--- src/rtl/cnn_pkg.sv ---
// Shared CNN accelerator constants and types, also used by the ram_cnn buffer users.
package cnn_pkg;

  localparam int CNN_CH      = 16;
  localparam int CNN_IN_DIM  = 26;
  localparam int CNN_OUT_DIM = 13;
  localparam int CNN_A_AW    = 14;
  localparam int CNN_B_AW    = 12;

  typedef enum logic [2:0] {
    MP_IDLE,
    MP_RD,
    MP_LAST,
    MP_WR,
    MP_DONE
  } mp_state_t;

endpackage

--- src/rtl/pool_addr_gen.sv ---
// Pixel counters and incremental buffer A/B address generation for maxpool_ctrl.
// Window base steps by 2 along a row and by IN_DIM+2 at row/channel wrap (adds only).
module pool_addr_gen
  import cnn_pkg::*;
#(
  parameter int CH      = CNN_CH,
  parameter int IN_DIM  = CNN_IN_DIM,
  parameter int OUT_DIM = CNN_OUT_DIM
) (
  input  logic                clk,
  input  logic                rst_n,
  input  logic                clr,
  input  logic                rd,
  input  logic [1:0]          k,
  input  logic                latch_b,
  input  logic                adv,
  output logic [CNN_A_AW-1:0] a_addr,
  output logic [CNN_B_AW-1:0] b_addr,
  output logic                last_pix
);

  localparam int PW = $clog2(OUT_DIM + 1);
  localparam int CW = $clog2(CH + 1);

  logic [PW-1:0]       px, py;
  logic [CW-1:0]       c;
  logic [CNN_A_AW-1:0] base, base_nxt, tap_off;
  logic [CNN_B_AW-1:0] b_idx;
  logic                px_last, py_last;

  assign px_last  = (px == PW'(OUT_DIM - 1));
  assign py_last  = (py == PW'(OUT_DIM - 1));
  assign last_pix = px_last && py_last && (c == CW'(CH - 1));
  // IN_DIM is even, so skipping a row pair and crossing into the next channel both add IN_DIM+2
  assign base_nxt = base + (px_last ? CNN_A_AW'(IN_DIM + 2) : CNN_A_AW'(2));

  always_comb begin
    tap_off = CNN_A_AW'(IN_DIM + 1);
    case (k)
      2'd0:    tap_off = CNN_A_AW'(1);
      2'd1:    tap_off = CNN_A_AW'(IN_DIM);
      default: tap_off = CNN_A_AW'(IN_DIM + 1);
    endcase
  end

  always_ff @(posedge clk or negedge rst_n) begin
    if (!rst_n) begin
      px     <= '0;
      py     <= '0;
      c      <= '0;
      base   <= '0;
      b_idx  <= '0;
      a_addr <= '0;
      b_addr <= '0;
    end else begin
      if (clr) begin
        px     <= '0;
        py     <= '0;
        c      <= '0;
        base   <= '0;
        b_idx  <= '0;
        a_addr <= '0;
      end else if (rd && k != 2'd3) begin
        a_addr <= base + tap_off;
      end else if (adv && !last_pix) begin
        base   <= base_nxt;
        a_addr <= base_nxt;
        b_idx  <= b_idx + CNN_B_AW'(1);
        if (px_last) begin
          px <= '0;
          if (py_last) begin
            py <= '0;
            c  <= c + CW'(1);
          end else begin
            py <= py + PW'(1);
          end
        end else begin
          px <= px + PW'(1);
        end
      end
      if (latch_b) b_addr <= b_idx;
    end
  end

endmodule

--- src/rtl/maxpool_ctrl.sv ---
// 2x2 stride-2 signed max-pool over buffer A into buffer B, 6 cycles per output pixel.
// MAXPOOL_RELU_EN: clamp negative pooled values to 0 on the buffer B write.
module maxpool_ctrl
  import cnn_pkg::*;
#(
  parameter int CH      = CNN_CH,
  parameter int IN_DIM  = CNN_IN_DIM,
  parameter int OUT_DIM = CNN_OUT_DIM
) (
  input  logic                clk,
  input  logic                rst_n,
  input  logic                start,
  output logic                busy,
  output logic                done,
  output logic [CNN_A_AW-1:0] buf_a_addr,
  input  logic [7:0]          buf_a_rd_data,
  output logic [CNN_B_AW-1:0] buf_b_addr,
  output logic [7:0]          buf_b_wr_data,
  output logic                buf_b_wr_en
);

  mp_state_t  state, state_nxt;
  logic [1:0] k, k_nxt;
  logic [7:0] max_q;
  logic       clr, rd, latch_b, adv, last_pix;

  pool_addr_gen #(
    .CH      (CH),
    .IN_DIM  (IN_DIM),
    .OUT_DIM (OUT_DIM)
  ) u_addr (
    .clk      (clk),
    .rst_n    (rst_n),
    .clr      (clr),
    .rd       (rd),
    .k        (k),
    .latch_b  (latch_b),
    .adv      (adv),
    .a_addr   (buf_a_addr),
    .b_addr   (buf_b_addr),
    .last_pix (last_pix)
  );

  always_ff @(posedge clk or negedge rst_n) begin
    if (!rst_n) begin
      state <= MP_IDLE;
      k     <= 2'd0;
    end else begin
      state <= state_nxt;
      k     <= k_nxt;
    end
  end

  always_comb begin
    state_nxt = state;
    k_nxt     = k;
    clr       = 1'b0;
    rd        = 1'b0;
    latch_b   = 1'b0;
    adv       = 1'b0;
    case (state)
      MP_IDLE: begin
        if (start) begin
          state_nxt = MP_RD;
          k_nxt     = 2'd0;
          clr       = 1'b1;
        end
      end
      MP_RD: begin
        rd    = 1'b1;
        k_nxt = k + 2'd1;
        if (k == 2'd3) state_nxt = MP_LAST;
      end
      MP_LAST: begin
        latch_b   = 1'b1;
        state_nxt = MP_WR;
      end
      MP_WR: begin
        adv       = 1'b1;
        k_nxt     = 2'd0;
        state_nxt = last_pix ? MP_DONE : MP_RD;
      end
      MP_DONE: state_nxt = MP_IDLE;
      default: state_nxt = MP_IDLE;
    endcase
  end

  assign busy        = (state == MP_RD) || (state == MP_LAST) || (state == MP_WR);
  assign done        = (state == MP_DONE);
  assign buf_b_wr_en = (state == MP_WR);

  // Read data lags the address by one cycle, so RD k=1 sees tap 0 and LAST sees tap 3
  always_ff @(posedge clk or negedge rst_n) begin
    if (!rst_n) begin
      max_q <= 8'd0;
    end else if (state == MP_RD && k == 2'd1) begin
      max_q <= buf_a_rd_data;
    end else if (((state == MP_RD && k >= 2'd2) || state == MP_LAST) &&
                 ($signed(buf_a_rd_data) > $signed(max_q))) begin
      max_q <= buf_a_rd_data;
    end
  end

`ifdef MAXPOOL_RELU_EN
  assign buf_b_wr_data = max_q[7] ? 8'd0 : max_q;
`else
  assign buf_b_wr_data = max_q;
`endif

endmodule

--- config.mk ---
export PLATFORM = sky130hd
export DESIGN_NAME = maxpool_ctrl
export DESIGN_NICKNAME = d
export VERILOG_FILES = /design/src/rtl/cnn_pkg.sv /design/src/rtl/pool_addr_gen.sv /design/src/rtl/maxpool_ctrl.sv
export SDC_FILE = /design/constraint.sdc
export NUM_CORES = 1
export LEC_CHECK = 0
export BUFFER_PORTS_ARGS = -buffer_cell sky130_fd_sc_hd__clkbuf_2
export CORE_MARGIN = 2
export CORE_UTILIZATION = 54
export DETAILED_ROUTE_END_ITERATION = 12
export PLACE_DENSITY = 0.81
export RECOVER_POWER = 25
export SYNTH_ARGS = -nofsm -noshare
export SYNTH_HDL_FRONTEND = slang
export SYNTH_SLANG_ARGS = --single-unit
--- constraint.sdc ---
create_clock -name clk -period 7.6 [get_ports clk]
set_clock_uncertainty 0.2 [all_clocks]
set_input_delay 0 -clock clk [delete_from_list [all_inputs] [get_ports clk]]
set_output_delay 0 -clock clk [all_outputs]
set_load 0.005 [all_outputs]
==> impl_metrics.ini <==
[status]
outcome = finished with violations
violations = max-capacitance violations, max-slew violations

[die]
dieArea_sq_um = 8720
initial_core_util_pct = 55.8
dieHeight_microns = 93.4
core-area_sq_um = 7730
rows = 32
io_pins = 48
fp.dieW_microns = 93.4

[sta]
hold_viol_final = 0
max_slew_margin_pct = -170
rsz0062_at_grt = no
finalWorstPathRequiredPeriod_ns = 4.05
fmax_mhz = 247
tightest_slew_ns = 4.05
fin_ws_ns = 3.55
slew_viol_final = 78
fin_setup_tns_ns = 0
setup_violations = 0
fin_crit_sh_pct = 53.3

[placed_design]
port_buffers = 47
gp_congestion = 0.834
post-place-cells = 564
dp.final_hpwl_microns = 6160
place_ws_ns = 4.38

[yosys]
yosys_warnings = 0
yosys.cell_count.top_type = dfrtp_1
synth_flop_cell = dfrtp_1
synthAdderAreaFrac_pct = 8.76
syn_area_sq_um = 4310
synth_xor_xnor_area_share_pct = 5.28
netlist_top_cells_count = dfrtp_1 (77), nand2_1 (37), a21oi_1 (32), nor2_1 (32), ha_1 (27)
async_reset_ff_share_pct = 100
ys_seq_area_share_pct = 44.7
netlist_top_cells_area = dfrtp_1 (45%), ha_1 (7.8%), a21oi_1 (3.7%)
synth.top_cell.area_share_pct = 44.7
netlist-cell-type-count = 62
synth_compound_area_share_pct = 15.6
synth_top_family_by_area = compound AO/OA/AOI/OAI gates
ys_seq_elements = 77
synthCells = 431
postSynthNetCount = 471
synth_area_per_cell_sq_um = 10.0
netlist.top_cell.by_area = dfrtp_1
yosys.area_share.simple_pct = 14.8
synth_edf_count = 0
muxShareOfSynthArea_pct = 6.67

[min_path]
hold_path_depth = 3
hp-class = input pin to register

[layout]
layout.nets = 523
area_growth_pct = 13.4
diodes = 0
layout-drive-gt1-share_pct = 16.2
final_cell_count_no_fill = 590

[grt]
grt_max_degree = 78
antenna_found_initial = 0
grt_overflow = 0
grt_usage_pct = 21.9
grt_pass1_wl_microns = 15000
grt_pass1_vias = 3253

[routing]
wl_per_cell_microns = 15.5
drt-vias-per-instance = 5.79
routed_wl_microns = 9140
detail-route-antenna-nets = 0
vias = 3414
drt_first_pass_iters = 5
drt_iter0_markers = 234
post-route-drc-count = 0

[pwr]
power_density_nw_per_um2 = 175
peakVddDrop_v = 0.000104
p_total_mw = 0.857
p_leak_nw = 2.25

[run]
cap_viol_max_count = 1

[worst_setup_path]
crit_type = input pin to asynchronous set/reset pin
critPathBufInv = 2
cp_max_fo = 77
cp.required_ns = 6.93
arrival_ns = 3.39
crit_cells = 2
cpPeakStageDelay_ns = 2.83
reg2regPathDepth = 10
cp-start-kind = input pin
end_kind = asynchronous set/reset pin
path_cells = dlygate4sd3_1 > clkbuf_1
cpLargestDelayFamily = buffers and inverters
crit_slowest_cell = clkbuf_1

[cts]
clk_pin_slew_worst_paths_ns = 0.09
htreeDepth = 3
post_cts_resize_count = 0
clk_path_buf_depth = 2
cts_tree = yes
cts.sink_count = 77
root_buffer = clkbuf_8
cts-buffers-inserted = 9
clk_latency_ns = 0.36
## layer usage
layer  routed length (microns)  track usage, %  vias to the layer above  share of wire (%)
li1                          -               -                     1634                  -
met2                      4500            35.9                      104                 49
met3                       456            4.35                       19                5.0
met4                       216            9.44                        0                2.4
met1                      3970            28.2                     1657                 43
met5                         0               0                        -                  0
## logic make-up (layout without fill, tap and decap cells)
kind of cell               count (synthesis)  in the layout
buffers and inverters                     42             99
AOI/OAI and AO/OA                        104            104
and+or+nand+nor                          129            129
xor gates and xnor gates                  26             26
muxes                                     23             23
DFF                                       77             77
other                                      1              1
adders and majority gates                 29             29
## final timing paths
| path | from | to | slack (ns) |
|---|---|---|---|
| min in group asynchronous | rst_n | u_addr.a_addr[10]$_DFFE_PN0P_ | 1.40 |
| min reg2reg | u_addr.b_addr[3]$_DFFE_PN0P_ | u_addr.b_addr[3]$_DFFE_PN0P_ | 0.31 |
| max reg2reg | u_addr.px[0]$_DFFE_PN0P_ | u_addr.a_addr[13]$_DFFE_PN0P_ | 4.33 |
| min | buf_a_rd_data[4] | buf_b_wr_data[4]$_DFFE_PN0P_ | 0.23 |
| max | rst_n | u_addr.base[4]$_DFFE_PN0P_ | 3.55 |
| max in group clk | u_addr.px[0]$_DFFE_PN0P_ | u_addr.a_addr[13]$_DFFE_PN0P_ | 4.33 |
## report_power, final
group / internal, mW / switching, mW
logic: 0.0399 / 0.0504
registers: 0.424 / 0.0157
clock network: 0.157 / 0.170
## stage by stage
| step | hold WS (ns) | util, % | cell area [sq um] |
|---|---|---|---|
| 4_1_cts | 0.160 | 63.6 | 4920 |
| 3_5_place_dp | 0.00792 | 59.6 | 4610 |
| 5_1_grt | 0.226 | 63.3 | 4890 |
| 2_1_floorplan | -0.496 | - | 4310 |
| 3_3_place_gp | 0.00345 | 59.6 | 4610 |
| 6_report | 0.233 | 63.3 | 4890 |
## cell type report
class	instances	area (sq um)
Inverter	24	90.1
Timing Repair Buffer	59	325
Tap cell	102	128
Sequential cell	77	1930
Clock buffer	9	124
Multi-Input combinational cell	312	2210
Fill cell	640	2840
Clock inverter	7	83.8
## cells in the final DEF, fill, tap and decap left out, drive strengths merged, types with 19 or more instances in the layout
cell type  Yosys  routed
o21ai         29      29
nand2         37      37
ha            27      27
a21oi         32      32
nand3         19      19
inv           24      26
clkbuf         6      55
nor2          32      32
mux2          22      22
dfrtp         77      77
## state kept, by name, summed over array words and instances (netlist names)
signal and cells:
state 3, buf_b_wr_data 8, u_addr.c 5, u_addr.base 13, u_addr.b_idx 12, u_addr.py 4, k 2, u_addr.a_addr 14
u_addr.b_addr 12, u_addr.px 4
## timing repair
item	4_1_cts	5_1_grt
endpoints found under the hold margin	86	0
hold buffers	10	0
buffers inserted	0	0
(Power assumes the default switching activity.)
